File: config.mk
export PLATFORM = sky130hd
export DESIGN_NAME = lif_cfg_driver
export DESIGN_NICKNAME = d
export VERILOG_FILES = /design/src/rtl/lif_pkg.sv /design/src/rtl/lif_piso.sv /design/src/rtl/lif_cfg_driver.sv
export SDC_FILE = /design/constraint.sdc
export NUM_CORES = 1
export LEC_CHECK = 0
export ABC_AREA = 1
export CORE_ASPECT_RATIO = 1.5
export CORE_MARGIN = 10
export CORE_UTILIZATION = 55
export CTS_BUF_LIST = sky130_fd_sc_hd__clkbuf_4 sky130_fd_sc_hd__clkbuf_8 sky130_fd_sc_hd__clkbuf_16
export DETAILED_ROUTE_END_ITERATION = 10
export PLACE_DENSITY_LB_ADDON = 0.1
export SLEW_MARGIN = 40
export SYNTH_ARGS = -nofsm -noshare
export SYNTH_HDL_FRONTEND = slang
export SYNTH_HIERARCHICAL = 1
export SYNTH_SLANG_ARGS = --single-unit
File: constraint.sdc
create_clock -name clk -period 3.6 [get_ports clk]
set_clock_uncertainty 0.2 [all_clocks]
set_input_delay 0.9 -clock clk [delete_from_list [all_inputs] [get_ports clk]]
set_output_delay 0.9 -clock clk [all_outputs]
set_load 0.005 [all_outputs]
File: src/rtl/lif_pkg.sv
// rtl/lif_pkg.sv - shared parameters and FSM state encodings for the LIF config driver
package lif_pkg;

    localparam int CFG_BITS   = 8;
    localparam int STIM_LEN_W = 4;

    localparam logic [1:0] ST_IDLE   = 2'd0;
    localparam logic [1:0] ST_SHIFT  = 2'd1;
    localparam logic [1:0] ST_SETTLE = 2'd2;
    localparam logic [1:0] ST_STIM   = 2'd3;

endpackage

File: src/rtl/lif_piso.sv
// rtl/lif_piso.sv - parallel-in serial-out register, MSB first, zero-filling on shift
module lif_piso
    import lif_pkg::*;
#(
    parameter int W = CFG_BITS
) (
    input  logic         clk,
    input  logic         rst,
    input  logic         load,
    input  logic         shift,
    input  logic [W-1:0] d,
    output logic         sout
);

    logic [W-1:0] q;

    // Zero fill means the serial output drops to 0 once every bit has left.
    always_ff @(posedge clk) begin
        if (rst) begin
            q <= '0;
        end else if (load) begin
            q <= d;
        end else if (shift) begin
            q <= {q[W-2:0], 1'b0};
        end
    end

    assign sout = q[W-1];

endmodule

File: src/rtl/lif_cfg_driver.sv
// rtl/lif_cfg_driver.sv - serializes LIF parameter words and generates syn pulses
module lif_cfg_driver
    import lif_pkg::*;
(
    input  logic                  clk,
    input  logic                  rst,
    input  logic                  cfg_valid,
    output logic                  cfg_ready,
    input  logic [CFG_BITS-1:0]   cfg_expd,
    input  logic [CFG_BITS-1:0]   cfg_w,
    input  logic [CFG_BITS-1:0]   cfg_t,
    input  logic                  stim_valid,
    output logic                  stim_ready,
    input  logic [STIM_LEN_W-1:0] stim_len,
    output logic                  set_vars,
    output logic                  expd,
    output logic                  w,
    output logic                  t,
    output logic                  syn,
    output logic                  busy
);

    localparam int CNT_W = $clog2(CFG_BITS);

    logic [1:0]            state;
    logic [CNT_W-1:0]      cnt;
    logic [STIM_LEN_W-1:0] rem;
    logic                  cfg_fire;
    logic                  stim_fire;
    logic                  shifting;

    assign cfg_ready  = (state == ST_IDLE) && !rst;
    assign stim_ready = (state == ST_IDLE) && !rst && !cfg_valid;
    assign cfg_fire   = cfg_valid && cfg_ready;
    assign stim_fire  = stim_valid && stim_ready;
    assign shifting   = (state == ST_SHIFT);

    always_ff @(posedge clk) begin
        if (rst) begin
            state    <= ST_IDLE;
            cnt      <= '0;
            rem      <= '0;
            set_vars <= 1'b0;
            syn      <= 1'b0;
            busy     <= 1'b0;
        end else begin
            case (state)
                ST_IDLE: begin
                    if (cfg_fire) begin
                        state    <= ST_SHIFT;
                        cnt      <= '0;
                        set_vars <= 1'b1;
                        busy     <= 1'b1;
                    end else if (stim_fire && stim_len != '0) begin
                        state <= ST_STIM;
                        rem   <= stim_len - STIM_LEN_W'(1);
                        syn   <= 1'b1;
                        busy  <= 1'b1;
                    end
                end
                ST_SHIFT: begin
                    cnt <= cnt + CNT_W'(1);
                    if (cnt == CNT_W'(CFG_BITS - 1)) begin
                        state    <= ST_SETTLE;
                        set_vars <= 1'b0;
                    end
                end
                ST_SETTLE: begin
                    state <= ST_IDLE;
                    busy  <= 1'b0;
                end
                ST_STIM: begin
                    if (rem != '0) begin
                        rem <= rem - STIM_LEN_W'(1);
                    end else begin
                        state <= ST_IDLE;
                        syn   <= 1'b0;
                        busy  <= 1'b0;
                    end
                end
                default: begin
                    state <= ST_IDLE;
                    busy  <= 1'b0;
                end
            endcase
        end
    end

    lif_piso #(.W(CFG_BITS)) u_piso_expd (
        .clk(clk), .rst(rst), .load(cfg_fire), .shift(shifting), .d(cfg_expd), .sout(expd)
    );

    lif_piso #(.W(CFG_BITS)) u_piso_w (
        .clk(clk), .rst(rst), .load(cfg_fire), .shift(shifting), .d(cfg_w), .sout(w)
    );

    lif_piso #(.W(CFG_BITS)) u_piso_t (
        .clk(clk), .rst(rst), .load(cfg_fire), .shift(shifting), .d(cfg_t), .sout(t)
    );

endmodule
Word-level counts from Yosys, hierarchy flattened
Cells that the tools add are included.
{ "totals": {"out_inout_bits": 8, "mem_count": 0, "ff_bits": 36, "rom_bits": 0, "elab_cells": 69, "mem_bits_rw": 0, "latchBits": 0} }
{ "op_classes": {"mux": 26, "n_reduce_logical": 20, "n_addsub": 3, "n_eq_ne": 11, "bitwise": 0, "n_lt_le_gt_ge": 0, "n_div": 0, "multipliers": 0, "shifts": 0} }
{ "op_table": {"columns": ["op", "n"], "rows": [
  ["two-way mux 8 bit", 6],
  ["two-way mux 4 bit", 3],
  ["AND reduction 3 bit", 3],
  ["two-way mux 2 bit", 4],
  ["!= test 2 bit, second input constant", 4],
  ["case mux 2 bit (4 select lines)", 1],
  ["case mux 4 bit (2 select lines)", 1],
  ["AND reduction 4 bit", 2],
  ["nonzero test 4 bit", 2],
  ["subtractor 4 x 1 -> 4 bit, second input constant", 2],
  ["two-way mux 1 bit", 6],
  ["case mux 3 bit (2 select lines)", 1],
  ["nonzero test 2 bit", 3],
  ["logical AND 1 bit", 5],
  ["equality test 2 bit, second input constant", 2],
  ["!= test 2 x 1 -> 1 bit, second input constant", 2],
  ["case mux 1 bit (2 select lines)", 2],
  ["adder 3 x 1 -> 3 bit, second input constant", 1],
  ["equality test 3 bit, second input constant", 1],
  ["two-way mux 3 bit", 1],
  ["!= test 3 x 2 -> 1 bit, second input constant", 1],
  ["case mux 1 bit (3 select lines)", 1],
  ["nonzero test 3 bit", 1],
  ["equality test 2 x 1 -> 1 bit, second input constant", 1],
  ["other kinds (3)", 4]
]} }

Longest topological paths before layout
{ "logic_depth": {"ltp_word": 8, "ltp_mapped": 11} }

Modules after synthesis
The synthesis kept the hierarchy.
{ "by_module_without_submodules": {"columns": ["mod", "cells_each", "area_each_um2", "instances"], "rows": [
  ["lif_piso", 60, 399.1, 3],
  ["lif_cfg_driver", 109, 763.2, 1]
]} }

Worst setup path after synthesis
OpenSTA, ideal clock, no wires.
{ "synth_timing": {"kind": "input -> output", "from": "input port rst", "to": "output port stim_ready", "required_time_ns": 2.500, "stages": 3, "setup_slack_ns": 1.335, "path_buffers": 0, "t_arrival_ns": 1.165, "path_cell_list": "inv_2 > nand3_2 > inv_2"} }
{ "synth_between": {"elab_chain_len": 3} }
{ "synth_lines": {"columns": ["item", "line_no", "source"], "rows": [
  ["start: declaration", "lif_cfg_driver.sv:6", "input logic rst,"],
  ["logical NOT 1 bit", "lif_cfg_driver.sv:33", "assign stim_ready = (state == ST_IDLE) && !rst && !cfg_valid;"],
  ["logical AND 1 bit (2 in a row)", "lif_cfg_driver.sv:33", null],
  ["end: declaration", "lif_cfg_driver.sv:13", "output logic stim_ready,"]
]} }
Every way passes these cells.

Final worst setup path
{ "layout_timing": {"from": "input port cfg_valid", "to": "output port stim_ready"} }
{ "layout_between": {"elab_chain_len": 2} }
{ "layout_lines": {"columns": ["item", "line_no", "source"], "rows": [
  ["start: declaration", "lif_cfg_driver.sv:7", "input logic cfg_valid,"],
  ["logical NOT 1 bit", "lif_cfg_driver.sv:33", null],
  ["logical AND 1 bit", "lif_cfg_driver.sv:33", null]
]} }
Every way passes these cells.

==> reports/qor.yml <==
run_status:
  status: "complete, no violations"
global_routing:
  grt_pass1_vias: 1818
  grt_max_degree: 30
  overflow: 0
  antenna_found_initial: 0
  grt_first_pass_wirelength_um: 7460
  track_usage: 0.145
synth:
  netlist_area_um2: 1960
  async_flop_share: 0
  synth_seq_cells: 36
  ys.flop_type: "dfxtp_1"
  yosysTopAreaCellShare: 0.368
  synth_compound_area_frac: 0.0830
  synth_common_cells: "108 x nand2_1, 38 x nand3_1, 37 x inv_1"
  yosysSeqAreaShare: 0.368
  synth_edf_count: 0
  synth_top_family_by_area: "simple AND/OR/NAND/NOR gates"
  synth-simple-area-share: 0.407
  ys_warn_count: 6
  synth_fp_nets: 324
  synthCells: 289
  synthXorXnorAreaFrac: 0
  synth.most_common_cell: "nand2_1"
  synth.avg_cell_area_um2: 6.78
  synthAdderAreaFrac: 0.0191
  synth_top_area_cell: "dfxtp_1"
  synth_area_leaders: "dfxtp_1 37%, nand2_1 21%, nand3_1 9.7%"
  synthMuxAreaShare: 0
  synth_cell_types: 25
clocking:
  root_buffer: "clkbuf_8"
  clkLatencyLatePin_ns: 0.29
  cts.sinks: 36
  cts_buffers: 5
  post_cts_resized: 0
  cts_tree: "built"
  post_cts_buffers: 0
  cts.path.max_buffers: 2
  path_clk_slew_ns: 0.07
  htree_levels: 2
  postCtsHoldBufs: 0
place:
  pre_cts_slack_ns: 0.349
  post_dp_cell_area_um2: 2380
  port_buffers: 39
  dp_hpwl_um: 3280
  gp_congestion: 0.768
sta:
  hold_viol: 0
  rsz0062_at_grt: "no"
  fin_tns_setup_ns: 0
  relSlewSlack: 0.639
  setup_viol: 0
  maxSlewViolCount: 0
  max_slew.worst_pin.slew_ns: 0.541
  setup_slack_ns: 0.365
  max_freq_ghz: 0.309
  period_needed_ns: 3.23
  period_share: 0.899
detailed_routing:
  wl_um: 4340
  wl_per_cell_um: 11.6
  drc: 0
  first_pass_iters: 4
  ant_nets: 0
  via_per_inst: 4.98
  detail_route.iter0.violations: 120
  vias: 1866
finish:
  layout-drive-gt1-share: 0.114
  area.growth.synth_to_final_pct: 25.6
  antenna-diode-count: 0
  fin_nets: 368
  fin_area_um2: 2460
min_path:
  worstHoldStart: "u_piso_t/q[0]"
  hold_class: "reg -> reg"
critical_path:
  crit_fanout: 3
  crit_type: "in -> out"
  cp-start-kind: "primary input"
  worst_path_max_delay_cell: "clkdlybuf4s50_1"
  worstReg2RegStart: "state[0]"
  arrival_ns: 2.13
  end_kind: "primary output"
  critPathLaunch: "cfg_valid"
  cp_common_cell: "clkdlybuf4s50_1"
  cp.required_ns: 2.50
  slowest_delay_ns: 0.50
  cp_cell_sequence: "clkdlybuf4s50_1, inv_1, nand3_2, inv_2, clkdlybuf4s50_1"
  r2r_setup_slack_ns: 1.70
floorplanning:
  die_x_um: 68.8
  initial_core_util: 0.574
  core_area_um2: 3420
  die_area_um2: 6400
  io_pins: 40
  row_count: 26
  die_y_um: 93.1
power_and_ir_drop:
  p_sw_frac: 0.395
  p_leak_uw: 0.00122
  clkPwrFrac: 0.195
  internal_power_uw: 863
  ir_drop_mv: 0.432
  p_per_area_nw_per_um2: 580
  switching_power_uw: 565
  pwr-share-comb: 0.432
  p_seq_frac: 0.373
flow_run:
  maxCapViolCount: 0
-- per-layer routing --
metal  track usage  vias up  share of wire
li1              -      989              -
met1         0.140      825           0.38
met2         0.263       42           0.54
met3        0.0466       10          0.056
met4        0.0693        0          0.023
met5             0        -              0
-- path summary, 6_finish.rpt --
kind | to | depth (start not counted)
worst max-delay path | stim_ready | 5
worst min-delay path | u_piso_t/q[0] | 2
worst max register to register | rem[2] | 8
worst min register to register | u_piso_t/q[0] | 2
-- power groups by stage --
stage / Clock (µW) / Sequential, µW / Combinational, µW
6_report: 278 / 533 / 617
5_1_grt: 296 / 542 / 698
4_1_cts: 287 / 533 / 625
3_5_place_dp: 0 / 542 / 623
3_3_place_gp: 0 / 537 / 614
2_1_floorplan: 0 / 531 / 478
-- cell usage in the layout (no fill, tap or decap) --
master | synthesis | layout
a21oi_1 | 18 | 18
buf_4 | 3 | 5
clkbuf_4 | 0 | 1
clkbuf_8 | 0 | 5
clkdlybuf4s50_1 | 0 | 39
clkinv_2 | 1 | 2
dfxtp_1 | 36 | 36
ha_1 | 3 | 3
inv_1 | 37 | 37
inv_2 | 8 | 8
nand2_1 | 108 | 108
nand2_2 | 2 | 2
nand2_4 | 2 | 2
nand3_1 | 38 | 38
nand3_2 | 2 | 2
nand3b_1 | 1 | 1
nand4_1 | 2 | 2
nand4_4 | 1 | 1
nor2_1 | 9 | 8
nor2_2 | 2 | 2
nor2_4 | 0 | 1
nor2_8 | 3 | 3
o211ai_1 | 1 | 1
o21ai_0 | 3 | 3
o21ai_1 | 1 | 1
o21ai_2 | 2 | 2
o21ai_4 | 1 | 1
o21bai_2 | 1 | 1
-- metrics by stage --
| stage | utilization | instances | hold WS [ns] | total power (µW) |
|---|---|---|---|---|
| 4_1_cts | 0.721 | 375 | 0.271 | 1450 |
| 3_3_place_gp | 0.697 | 368 | 0.250 | 1150 |
| 6_report | 0.721 | 375 | 0.267 | 1430 |
| 5_1_grt | 0.721 | 375 | 0.286 | 1540 |
| 2_1_floorplan | - | 289 | 0.232 | 1010 |
| 3_5_place_dp | 0.697 | 368 | 0.261 | 1160 |
-- worst max-delay path: cells and delay by family --
family	cells	cell delay, ns
simple gates	1	0.12
buf+inv	4	1.12
-- sequential cells by signal, indices dropped and copies added (netlist names) --
name           flops
u_piso_expd/q      8
u_piso_t/q         8
u_piso_w/q         8
rem                4
cnt                3
state              2
busy               1
set_vars           1
syn                1
-- area by class of cell --
cell class,count,area (µm²)
multi-input cells,200,1010
well taps,42,52.6
inverters,46,174
clock inverters,1,5.00
clock buffers,6,76.3
repair buffers,44,428
fillers,307,953
flip-flops and latches,36,721
-- kinds of logic after synthesis --
family                     count (synthesis)
adders and majority gates                  3
AOI/OAI and AO/OA                         27
and+or+nand+nor                          170
DFF                                       36
buffers and inverters                     53
(Power assumes the default switching activity.)
